<file path="config.mk">
export PLATFORM = sky130hd
export DESIGN_NAME = sram_controller_flat
export DESIGN_NICKNAME = d
export VERILOG_FILES = /design/src/rtl/sram_controller_if.sv /design/src/rtl/sram_controller.sv /design/src/flat_wrapper.sv
export SDC_FILE = /design/constraint.sdc
export NUM_CORES = 1
export LEC_CHECK = 0
export BUFFER_PORTS_ARGS = -buffer_cell sky130_fd_sc_hd__buf_2
export CORE_UTILIZATION = 53
export CTS_BUF_LIST = sky130_fd_sc_hd__clkbuf_16
export DETAILED_ROUTE_END_ITERATION = 12
export GPL_TIMING_DRIVEN = 0
export PLACE_DENSITY = 0.84
export SYNTH_ARGS = -nofsm -noshare
export SYNTH_HDL_FRONTEND = slang
export SYNTH_SLANG_ARGS = --single-unit
</file>
<file path="constraint.sdc">
create_clock -name clk -period 3 [get_ports clk]
set_clock_uncertainty 0.1 [all_clocks]
set_input_delay 0.15 -clock clk [delete_from_list [all_inputs] [get_ports clk]]
set_output_delay 0.15 -clock clk [all_outputs]
set_load 0.005 [all_outputs]
</file>
<file path="src/rtl/sram_controller_if.sv">
// MEM-stage side of the SRAM controller: 32-bit load/store request and
// registered response with a ready/freeze handshake.
interface sram_controller_if;
  logic        wr_en;
  logic        rd_en;
  logic [31:0] address;
  logic [31:0] write_data;
  logic [31:0] read_data;
  logic        ready;

  modport master (
    output wr_en, rd_en, address, write_data,
    input  read_data, ready
  );

  modport slave (
    input  wr_en, rd_en, address, write_data,
    output read_data, ready
  );
endinterface

</file>
<file path="src/rtl/sram_controller.sv">
// Serves 32-bit MEM-stage loads/stores from a 16-bit asynchronous SRAM as a
// low halfword phase followed by a high halfword phase; all pin outputs registered.
module sram_controller #(
  parameter int ADDR_BASE    = 1024,
  parameter int PHASE_CYCLES = 2
) (
  input  logic               clk,
  input  logic               rst,
  sram_controller_if.slave   mem,
  output logic [17:0]        sram_addr,
  output logic [15:0]        sram_dq_out,
  output logic               sram_dq_oe,
  input  logic [15:0]        sram_dq_in,
  output logic               sram_we_n,
  output logic               sram_oe_n
);

  localparam int CW = (PHASE_CYCLES > 2) ? $clog2(PHASE_CYCLES) : 1;
  localparam logic [CW-1:0] CNT_LAST = CW'(PHASE_CYCLES - 1);

  typedef enum logic [1:0] {IDLE, LOW, HIGH, DONE} state_t;

  state_t        state_reg;
  logic [CW-1:0] cnt_reg;
  logic [CW-1:0] cnt_inc;
  logic          op_wr_reg;
  logic [16:0]   word_reg;
  logic [31:0]   wdata_reg;
  logic [31:0]   read_data_reg;
  logic [17:0]   sram_addr_reg;
  logic [15:0]   dq_out_reg;
  logic          dq_oe_reg;
  logic          we_n_reg;
  logic          oe_n_reg;

  logic          req;
  logic [16:0]   word_idx;

  assign req      = mem.wr_en | mem.rd_en;
  // Halfword-pair index; anything outside the SRAM wraps by truncation.
  assign word_idx = 17'((mem.address - 32'(ADDR_BASE)) >> 2);
  assign cnt_inc  = cnt_reg + 1'b1;

  always_ff @(posedge clk) begin
    if (rst) begin
      state_reg     <= IDLE;
      cnt_reg       <= '0;
      op_wr_reg     <= 1'b0;
      word_reg      <= '0;
      wdata_reg     <= '0;
      read_data_reg <= '0;
      sram_addr_reg <= '0;
      dq_out_reg    <= '0;
      dq_oe_reg     <= 1'b0;
      we_n_reg      <= 1'b1;
      oe_n_reg      <= 1'b1;
    end else begin
      case (state_reg)
        IDLE: begin
          if (req) begin
            // A simultaneous load and store is treated as a store.
            op_wr_reg     <= mem.wr_en;
            word_reg      <= word_idx;
            wdata_reg     <= mem.write_data;
            cnt_reg       <= '0;
            state_reg     <= LOW;
            sram_addr_reg <= {word_idx, 1'b0};
            dq_out_reg    <= mem.wr_en ? mem.write_data[15:0] : 16'h0000;
            dq_oe_reg     <= mem.wr_en;
            we_n_reg      <= ~mem.wr_en;
            oe_n_reg      <= mem.wr_en;
          end
        end
        LOW: begin
          if (cnt_reg == CNT_LAST) begin
            if (!op_wr_reg) read_data_reg[15:0] <= sram_dq_in;
            cnt_reg       <= '0;
            state_reg     <= HIGH;
            sram_addr_reg <= {word_reg, 1'b1};
            dq_out_reg    <= op_wr_reg ? wdata_reg[31:16] : 16'h0000;
            we_n_reg      <= ~op_wr_reg;
          end else begin
            cnt_reg  <= cnt_inc;
            // WE rises one cycle before the phase ends so address/data outlast it.
            we_n_reg <= ~op_wr_reg | (cnt_inc == CNT_LAST);
          end
        end
        HIGH: begin
          if (cnt_reg == CNT_LAST) begin
            if (!op_wr_reg) read_data_reg[31:16] <= sram_dq_in;
            cnt_reg       <= '0;
            state_reg     <= DONE;
            sram_addr_reg <= '0;
            dq_out_reg    <= '0;
            dq_oe_reg     <= 1'b0;
            we_n_reg      <= 1'b1;
            oe_n_reg      <= 1'b1;
          end else begin
            cnt_reg  <= cnt_inc;
            we_n_reg <= ~op_wr_reg | (cnt_inc == CNT_LAST);
          end
        end
        DONE: begin
          state_reg <= IDLE;
        end
        default: begin
          state_reg <= IDLE;
        end
      endcase
    end
  end

  assign mem.ready     = ((state_reg == IDLE) && !req) || (state_reg == DONE);
  assign mem.read_data = read_data_reg;
  assign sram_addr     = sram_addr_reg;
  assign sram_dq_out   = dq_out_reg;
  assign sram_dq_oe    = dq_oe_reg;
  assign sram_we_n     = we_n_reg;
  assign sram_oe_n     = oe_n_reg;

endmodule

</file>
<file path="src/flat_wrapper.sv">
// flat-port wrapper written by rule: the top's interface ports become plain ports
module sram_controller_flat 
#(
  parameter int ADDR_BASE    = 1024,
  parameter int PHASE_CYCLES = 2
)
  (clk, rst, sram_addr, sram_dq_out, sram_dq_oe, sram_dq_in, sram_we_n, sram_oe_n, mem_wr_en, mem_rd_en, mem_address, mem_write_data, mem_read_data, mem_ready);
  sram_controller_if mem_i ();
  input  logic clk;
  input  logic rst;
  output logic [17:0] sram_addr;
  output logic [15:0] sram_dq_out;
  output logic sram_dq_oe;
  input  logic [15:0] sram_dq_in;
  output logic sram_we_n;
  output logic sram_oe_n;
  input wire logic [$bits(mem_i.wr_en)-1:0] mem_wr_en;
  input wire logic [$bits(mem_i.rd_en)-1:0] mem_rd_en;
  input wire logic [$bits(mem_i.address)-1:0] mem_address;
  input wire logic [$bits(mem_i.write_data)-1:0] mem_write_data;
  output wire logic [$bits(mem_i.read_data)-1:0] mem_read_data;
  output wire logic [$bits(mem_i.ready)-1:0] mem_ready;
  assign mem_i.wr_en = mem_wr_en;
  assign mem_i.rd_en = mem_rd_en;
  assign mem_i.address = mem_address;
  assign mem_i.write_data = mem_write_data;
  assign mem_read_data = mem_i.read_data;
  assign mem_ready = mem_i.ready;
  sram_controller #(.ADDR_BASE(ADDR_BASE), .PHASE_CYCLES(PHASE_CYCLES)) u_core (.clk(clk), .rst(rst), .mem(mem_i), .sram_addr(sram_addr), .sram_dq_out(sram_dq_out), .sram_dq_oe(sram_dq_oe), .sram_dq_in(sram_dq_in), .sram_we_n(sram_we_n), .sram_oe_n(sram_oe_n));
endmodule
</file>
==> impl_metrics.json, run 1 <==
{
  "cts_sinks": 106,
  "io-pin-count": 154,
  "min_from": "mem_address[7]",
  "path_cells": "inv_1 > ha_1 > clkbuf_1 > clkbuf_1 > nand3_1 > a311oi_1",
  "cts_buffer_depth": 2,
  "avgSynthCellArea_sq_um": 8.18,
  "synth.cell_area_sq_mm": 0.00433,
  "cp_slowest_cell": "ha_1",
  "fillers": 592,
  "fp.coreArea_sq_mm": 0.00781,
  "dieWidth_um": 92.3,
  "r2r_slack_ns": 0.56,
  "post-place-cells": 767,
  "cts-root-buf": "clkbuf_16",
  "hold_viol_final": 0,
  "clock_latency_ns": 0.34,
  "cts_made_buffers": 9,
  "place_congestion": 0.864,
  "port_buffers": 136,
  "ys_async_sr_fraction_pct": 0,
  "startpoint_type": "flop",
  "grt_pass1_wl_um": 19500,
  "diodes": 0,
  "syn_nets": 620,
  "ctsResizeCount": 0,
  "drt_pass1_iterations": 5,
  "synth_edf_count": 0,
  "cp_common_cell": "clkbuf_1",
  "grt.overflow.total": 0,
  "worstMarginPinSlew_ns": 0.616,
  "fin_setup_tns_ns": 0,
  "start_util_pct": 55.4,
  "path_clk_slew_ns": 0.07,
  "antenna_found_initial": 0,
  "fmax_ghz": 0.411,
  "yosysSeqAreaShare_pct": 49.1,
  "r2r_cells": 6,
  "fin_crit_sh_pct": 81.2,
  "crit_required_ns": 3.13,
  "cap_viol_max_count": 0,
  "critPathKind": "reg -> reg",
  "postCtsSetupBuffers": 0,
  "rsz0062_at_grt": "no",
  "fin_cells": 821,
  "multiInputGateArea_sq_mm": 0.00201,
  "max_stage_delay_ns": 0.44,
  "status": "finished clean",
  "vias": 4506,
  "cts_tree": "yes",
  "worstPathMaxFanout": 10,
  "grt_max_degree": 18,
  "timing.rr.start": "u_core.state_reg[0]",
  "powerDensity_mw_per_mm2": 849,
  "dieArea_sq_mm": 0.00853,
  "drc": 0,
  "nNetsFinal": 805,
  "drt_wl_total_um": 12500,
  "hold_class": "in -> reg",
  "seqCellArea_sq_mm": 0.00212,
  "detail_route.wl_per_cell_um": 15.2,
  "htreeDepth": 3,
  "drt_iter0_drc": 309,
  "peakVddDrop_mv": 0.446,
  "min_to": "u_core.word_reg[5]",
  "ant_nets": 0,
  "routed_via_density": 5.49,
  "synthDistinctLibCells": 42,
  "grtUsageTotal_pct": 28.9,
  "final.min_clock_period_ns": 2.44,
  "cp_data_arrival_time_ns": 2.57,
  "die_y_um": 92.3,
  "final_max_slew_viol_count": 0,
  "setup_violations": 0,
  "std_cell_rows": 32,
  "min_path_cells": 3,
  "endpoint_kind": "flop",
  "area_growth_pct": 34.3,
  "timing.rr.end": "u_core.sram_addr[14]",
  "yosysWarningCount": 0,
  "synthFlopType": "dfxtp_1",
  "largest_reg_flops": 32,
  "synthCells": 529,
  "first_global_vias": 4159,
  "p_leak_nw": 2.47,
  "dp_hpwl_um": 8480,
  "ys_seq_elements": 106,
  "relSlewSlack_pct": 58.7,
  "final_layout_size_suffix_gt1_share_pct": 23.1
}
worst max path at each step:
stage | from | endpoint | slack [ns] | cells past startpoint
3_5_place_dp | u_core.state_reg[0] | u_core.sram_addr[15] | 0.62 | 6
4_1_cts | u_core.state_reg[0] | u_core.sram_addr[14] | 0.59 | 6
3_3_place_gp | u_core.state_reg[0] | u_core.sram_addr[16] | 0.68 | 6
2_1_floorplan | u_core.state_reg[0] | u_core.sram_addr[10] | 1.02 | 9
5_1_grt | u_core.state_reg[0] | u_core.sram_dq_out[3] | 0.42 | 9
6_report | u_core.state_reg[0] | u_core.sram_addr[14] | 0.56 | 6
metal layers:
layer / share of wire [%] / track usage (%) / vias up / wire (um)
met2: 48 / 49.7 / 211 / 6040
met3: 6.7 / 4.60 / 39 / 838
met1: 42 / 35.5 / 2077 / 5220
met5: 0 / 0 / - / 0
met4: 2.9 / 12.8 / 0 / 359
li1: - / - / 2179 / -
layout make-up:
cell class	instances	share of cell area (%)
Sequential cell	106	36.5
Multi-Input combinational cell	374	34.6
Timing Repair Buffer	174	18.3
Clock buffer	9	3.88
Buffer	44	3.04
Tap cell	102	2.20
Clock inverter	7	1.23
Inverter	5	0.323
cell usage after synthesis, types with 2 or more instances:
library cell,count,area (sq um)
a31oi_1,2,12.5
a311oi_1,11,96.3
inv_1,5,18.8
o211a_1,2,20.0
nor2_1,53,199
or3_1,2,12.5
ha_1,7,87.6
a21oi_1,62,310
a22oi_1,16,120
nand2_1,119,447
nor4_1,2,12.5
dfxtp_1,106,2120
or2_2,2,12.5
o21ai_0,4,20.0
nand2b_1,10,62.6
xnor2_1,5,43.8
buf_2,6,30.0
nand3_1,16,80.1
nor2b_1,5,31.3
and2_1,2,12.5
mux2i_1,6,60.1
clkbuf_1,36,135
a211oi_1,27,203
nor3_1,5,25.0
critical path: cells and delay by family (launching register included):
family	cells	cell delay [ns]
simple gates	1	0.13
buf+inv	3	0.92
fa+ha+maj	1	0.44
compound gates	1	0.33
flops	1	0.41
layout by cell type, fill, tap and decap left out, types with 6 or more instances in the layout:
cell / count
nand2b_1: 10
dlygate4sd3_1: 38
a211oi_1: 27
ha_1: 7
inv_1: 6
mux2i_1: 6
a21oi_1: 62
a22oi_1: 16
nand2_1: 119
a311oi_1: 11
buf_2: 142
nor2_1: 53
nand3_1: 16
clkbuf_16: 9
clkbuf_1: 36
dfxtp_1: 106
through the flow:
| step | util [%] | hold WS (ns) | total power, mW | setup WS, ns | instance area, sq um |
|---|---|---|---|---|---|
| after floorplan | - | 0.146 | 3.10 | 1.02 | 4330 |
| final | 74.4 | 0.00840 | 4.93 | 0.565 | 5810 |
| after global routing | 74.4 | 0.0163 | 5.21 | 0.424 | 5810 |
| after detailed placement | 65.8 | 0.296 | 3.72 | 0.624 | 5130 |
| after CTS | 74.4 | 0.00360 | 4.92 | 0.585 | 5810 |
| after global placement | 65.8 | 0.288 | 3.65 | 0.679 | 5130 |
power breakdown:
group          switching, mW  internal (mW)  total [mW]
Combinational           1.12          0.716        1.83
Clock                  0.516          0.646        1.16
Sequential             0.191           1.75        1.94
Total                   1.82           3.11        4.93
kinds of logic (layout without fill, tap and decap cells):
kind of cell    count (synthesis)  in the layout  synth area share (%)
compound gates                132            132                  19.7
xor+xnor                        6              6                  1.21
fa+ha+maj                       7              7                  2.02
buf+inv                        49            239                  4.51
flops                         106            106                  49.1
mux                             6              6                  1.39
simple gates                  223            223                  22.1
repair_timing:
action                                  4_1_cts  5_1_grt
hold buffers                                 38        0
endpoints found under the setup margin        0        0
endpoints found under the hold margin        53        0
Note: power is estimated with default switching activity, not from simulation.
==> run 2, diff against run 1 <==
--- a/config.mk
+++ b/config.mk
@@ -5,12 +5,13 @@
 export SDC_FILE = /design/constraint.sdc
 export NUM_CORES = 1
 export LEC_CHECK = 0
+export ABC_AREA = 1
 export BUFFER_PORTS_ARGS = -buffer_cell sky130_fd_sc_hd__buf_2
-export CORE_UTILIZATION = 53
+export CORE_UTILIZATION = 45
 export CTS_BUF_LIST = sky130_fd_sc_hd__clkbuf_16
 export DETAILED_ROUTE_END_ITERATION = 12
 export GPL_TIMING_DRIVEN = 0
-export PLACE_DENSITY = 0.84
+export PLACE_DENSITY = 0.76
 export SYNTH_ARGS = -nofsm -noshare
 export SYNTH_HDL_FRONTEND = slang
 export SYNTH_SLANG_ARGS = --single-unit
==> constraint.sdc (replaced) <==
create_clock -name clk -period 2.1 [get_ports clk]
set_clock_uncertainty 0.1 [all_clocks]
set_input_delay 0.105 -clock clk [delete_from_list [all_inputs] [get_ports clk]]
set_output_delay 0.105 -clock clk [all_outputs]
set_load 0.005 [all_outputs]
==> impl_metrics.json, run 2 <==
{
  "met3_usage_pct": 5.75,
  "final_layout_size_suffix_gt1_share_pct": 22.6,
  "avgSynthCellArea_sq_um": 7.38,
  "power_switching_share_pct": 37.7,
  "synth_top_family_by_area": "simple AND/OR/NAND/NOR gates",
  "final_cell_mix": "144 x buf_2, 115 x nor2_1, 105 x dfxtp_1",
  "rsz0062_at_grt": "no",
  "synthMuxAreaShare_pct": 0,
  "place_ws_ns": -0.0395,
  "grtUsageTotal_pct": 25.7,
  "fmax_ghz": 0.511,
  "grt_use_met1_pct": 30.4,
  "cap_viol_max_count": 0,
  "final_max_slew_viol_count": 0,
  "die_y_um": 102,
  "synthFlopType": "dfxtp_1",
  "dp_hpwl_um": 9010,
  "io-pin-count": 154,
  "timing.rr.start": "u_core.state_reg[1]",
  "vias": 4662,
  "path_clk_slew_ns": 0.07,
  "antenna_found_initial": 0,
  "cts_sinks": 106,
  "yosysSeqAreaShare_pct": 47.3,
  "r2r_cells": 9,
  "fin_crit_sh_pct": 93.2,
  "grt-busiest-layer": "met2",
  "fp.coreArea_sq_mm": 0.00973,
  "synthCells": 608,
  "syn_nets": 699,
  "pwr-share-seq_pct": 37.1,
  "port_buffers": 136,
  "fillers": 885,
  "cp_data_arrival_time_ns": 2.13,
  "yosysMostFrequentCell": "nor2_1",
  "min_from": "mem_write_data[11]",
  "dieWidth_um": 102,
  "min_path_cells": 5,
  "hold_class": "in -> reg",
  "setup_violations": 0,
  "timing.rr.end": "u_core.sram_dq_out[5]",
  "std_cell_rows": 36,
  "final.min_clock_period_ns": 1.96,
  "cts-root-buf": "clkbuf_16",
  "peakVddDrop_mv": 0.738,
  "endpoint_kind": "flop",
  "drt_wl_total_um": 13000,
  "synth_xor_area_share_pct": 0.586,
  "worstMarginPinSlew_ns": 0.550,
  "synth_top_area_cell": "dfxtp_1",
  "largest_reg_flops": 32,
  "fin_setup_tns_ns": 0,
  "powerDensity_mw_per_mm2": 1260,
  "diodes": 0,
  "grt.overflow.total": 0,
  "drc": 0,
  "stdcell_area_sq_mm": 0.00606,
  "setup_slack_ns": 0.143,
  "synth_common_cells": "115 x nor2_1, 106 x dfxtp_1, 93 x nand2_1",
  "multiInputGateArea_sq_mm": 0.00198,
  "relSlewSlack_pct": 63.3,
  "cts_buffer_depth": 2,
  "ant_nets": 0,
  "cts_made_buffers": 9,
  "pwr-share-comb_pct": 39.7,
  "min_to": "u_core.sram_dq_out[11]",
  "first_global_vias": 4410,
  "grt_max_degree": 17,
  "p_sw_mw": 2.88,
  "critPathKind": "reg -> reg",
  "grt_pass1_wl_um": 20400,
  "start_util_pct": 46.1,
  "dieArea_sq_mm": 0.0104,
  "area_growth_pct": 35.1,
  "synth.cell_area_sq_mm": 0.00448,
  "yosysWarningCount": 0,
  "synth_top_area_share_pct": 47.3,
  "p_leak_nw": 2.86,
  "synth_fa_ha_area_share_pct": 1.95,
  "synthDistinctLibCells": 28,
  "routed_via_density": 5.00,
  "power.internal_mw": 4.75,
  "r2r_slack_ns": 0.14,
  "cts_tree": "yes",
  "ys_async_sr_fraction_pct": 0,
  "hold_viol_final": 0,
  "startpoint_type": "flop",
  "worstPathMaxFanout": 10,
  "seqCellArea_sq_mm": 0.00212,
  "clock_latency_ns": 0.35,
  "power.total_mw": 7.63,
  "detail_route.wl_per_cell_um": 13.9,
  "htreeDepth": 3,
  "synth_compound_area_share_pct": 19.1,
  "nNetsFinal": 887,
  "status": "finished clean",
  "synthSimpleGateAreaFrac_pct": 22.5,
  "place_congestion": 0.817,
  "ys_seq_elements": 106,
  "crit_required_ns": 2.27,
  "grt_use_met2_pct": 45.0,
  "synth_edf_count": 0,
  "final_common_cell": "buf_2",
  "postPlaceCellArea_sq_mm": 0.00533,
  "drt_iter0_drc": 204,
  "drt_pass1_iterations": 4,
  "clockPowerShare_pct": 23.2,
  "synth_area_leaders": "dfxtp_1 47%, nor2_1 9.6%, o21ai_0 9.2%, nand2_1 7.8%, a21oi_1 6.8%"
}
## run 2: cell types whose count changed in the layout (fill, tap and decap cells not counted), moves of 15 or more
| cell | change |
|---|---|
| a211oi_1 | -26 |
| a22oi_1 | -15 |
| clkbuf_1 | -18 |
| inv_1 | +37 |
| nand2_1 | -26 |
| nand3_1 | +18 |
| nor2_1 | +62 |
| o21ai_0 | +78 |
## run 2: power by group through the flow
stage	registers, mW	logic, mW	clock network (mW)
4_1_cts	2.82	3.01	1.78
6_report	2.83	3.03	1.77
2_1_floorplan	2.85	1.93	0
3_3_place_gp	2.84	2.83	0
3_5_place_dp	2.86	2.92	0
5_1_grt	2.89	3.42	1.87
## run 2: what timing repair did
item                       4_1_cts  5_1_grt
hold buffers                    41        0
buffers inserted                 0        0
resized for setup                3        2
hold endpoints to repair        54        0
pin swaps                        0        0
setup endpoints to repair       12       22
## run 2: cells by family after synthesis
logic type,count (synthesis)
flops,106
buf+inv,85
compound gates,160
xor+xnor,3
fa+ha+maj,7
simple gates,247
## run 2: worst max path at each step
stage | start | endpoint | slack [ns] | depth (start not counted)
6_report | u_core.state_reg[1] | u_core.sram_dq_out[5] | 0.14 | 9
5_1_grt | u_core.state_reg[1] | u_core.sram_dq_out[5] | 0.005 | 9
4_1_cts | u_core.state_reg[0] | u_core.sram_addr[15] | 0.11 | 9
3_5_place_dp | u_core.state_reg[0] | u_core.sram_dq_out[1] | -0.04 | 8
3_3_place_gp | u_core.state_reg[0] | u_core.sram_addr[8] | 0.08 | 7
2_1_floorplan | u_core.state_reg[0] | u_core.sram_addr[7] | 0.42 | 7
## run 2: through the flow
| stage | utilization, % | hold slack [ns] | std cells |
|---|---|---|---|
| after floorplan | - | 0.0950 | 608 |
| after global placement | 54.8 | 0.252 | 877 |
| after detailed placement | 54.8 | 0.262 | 877 |
| after CTS | 62.2 | 0.0107 | 933 |
| after global routing | 62.3 | 0.0267 | 933 |
| final | 62.3 | 0.0124 | 933 |
## run 2: final cells by class
cell class | instances | share of cell area, %
plain buffers | 39 | 3.51
clock buffers | 9 | 3.72
clock inverters | 6 | 1.38
inverters | 46 | 2.85
multi-input cells | 417 | 32.7
flip-flops and latches | 106 | 35.0
well taps | 133 | 2.75
repair buffers | 177 | 18.0
## run 2: per-layer routing
metal	routed length (um)	part of all wire (%)	up-vias
li1	-	-	2352
met1	5560	43	2137
met2	6390	49	150
met3	745	5.7	23
met4	265	2.0	0
met5	0	0	-
## run 2: worst max-delay path, stage by stage, from the launching register on
cell and delay [ns]:
dfxtp_1 0.39, inv_1 0.11, ha_2 0.40, nand2_1 0.08, inv_1 0.20, buf_4 0.22
nand3_1 0.08, nand2_1 0.08, nand2_1 0.05, a21oi_1 0.17
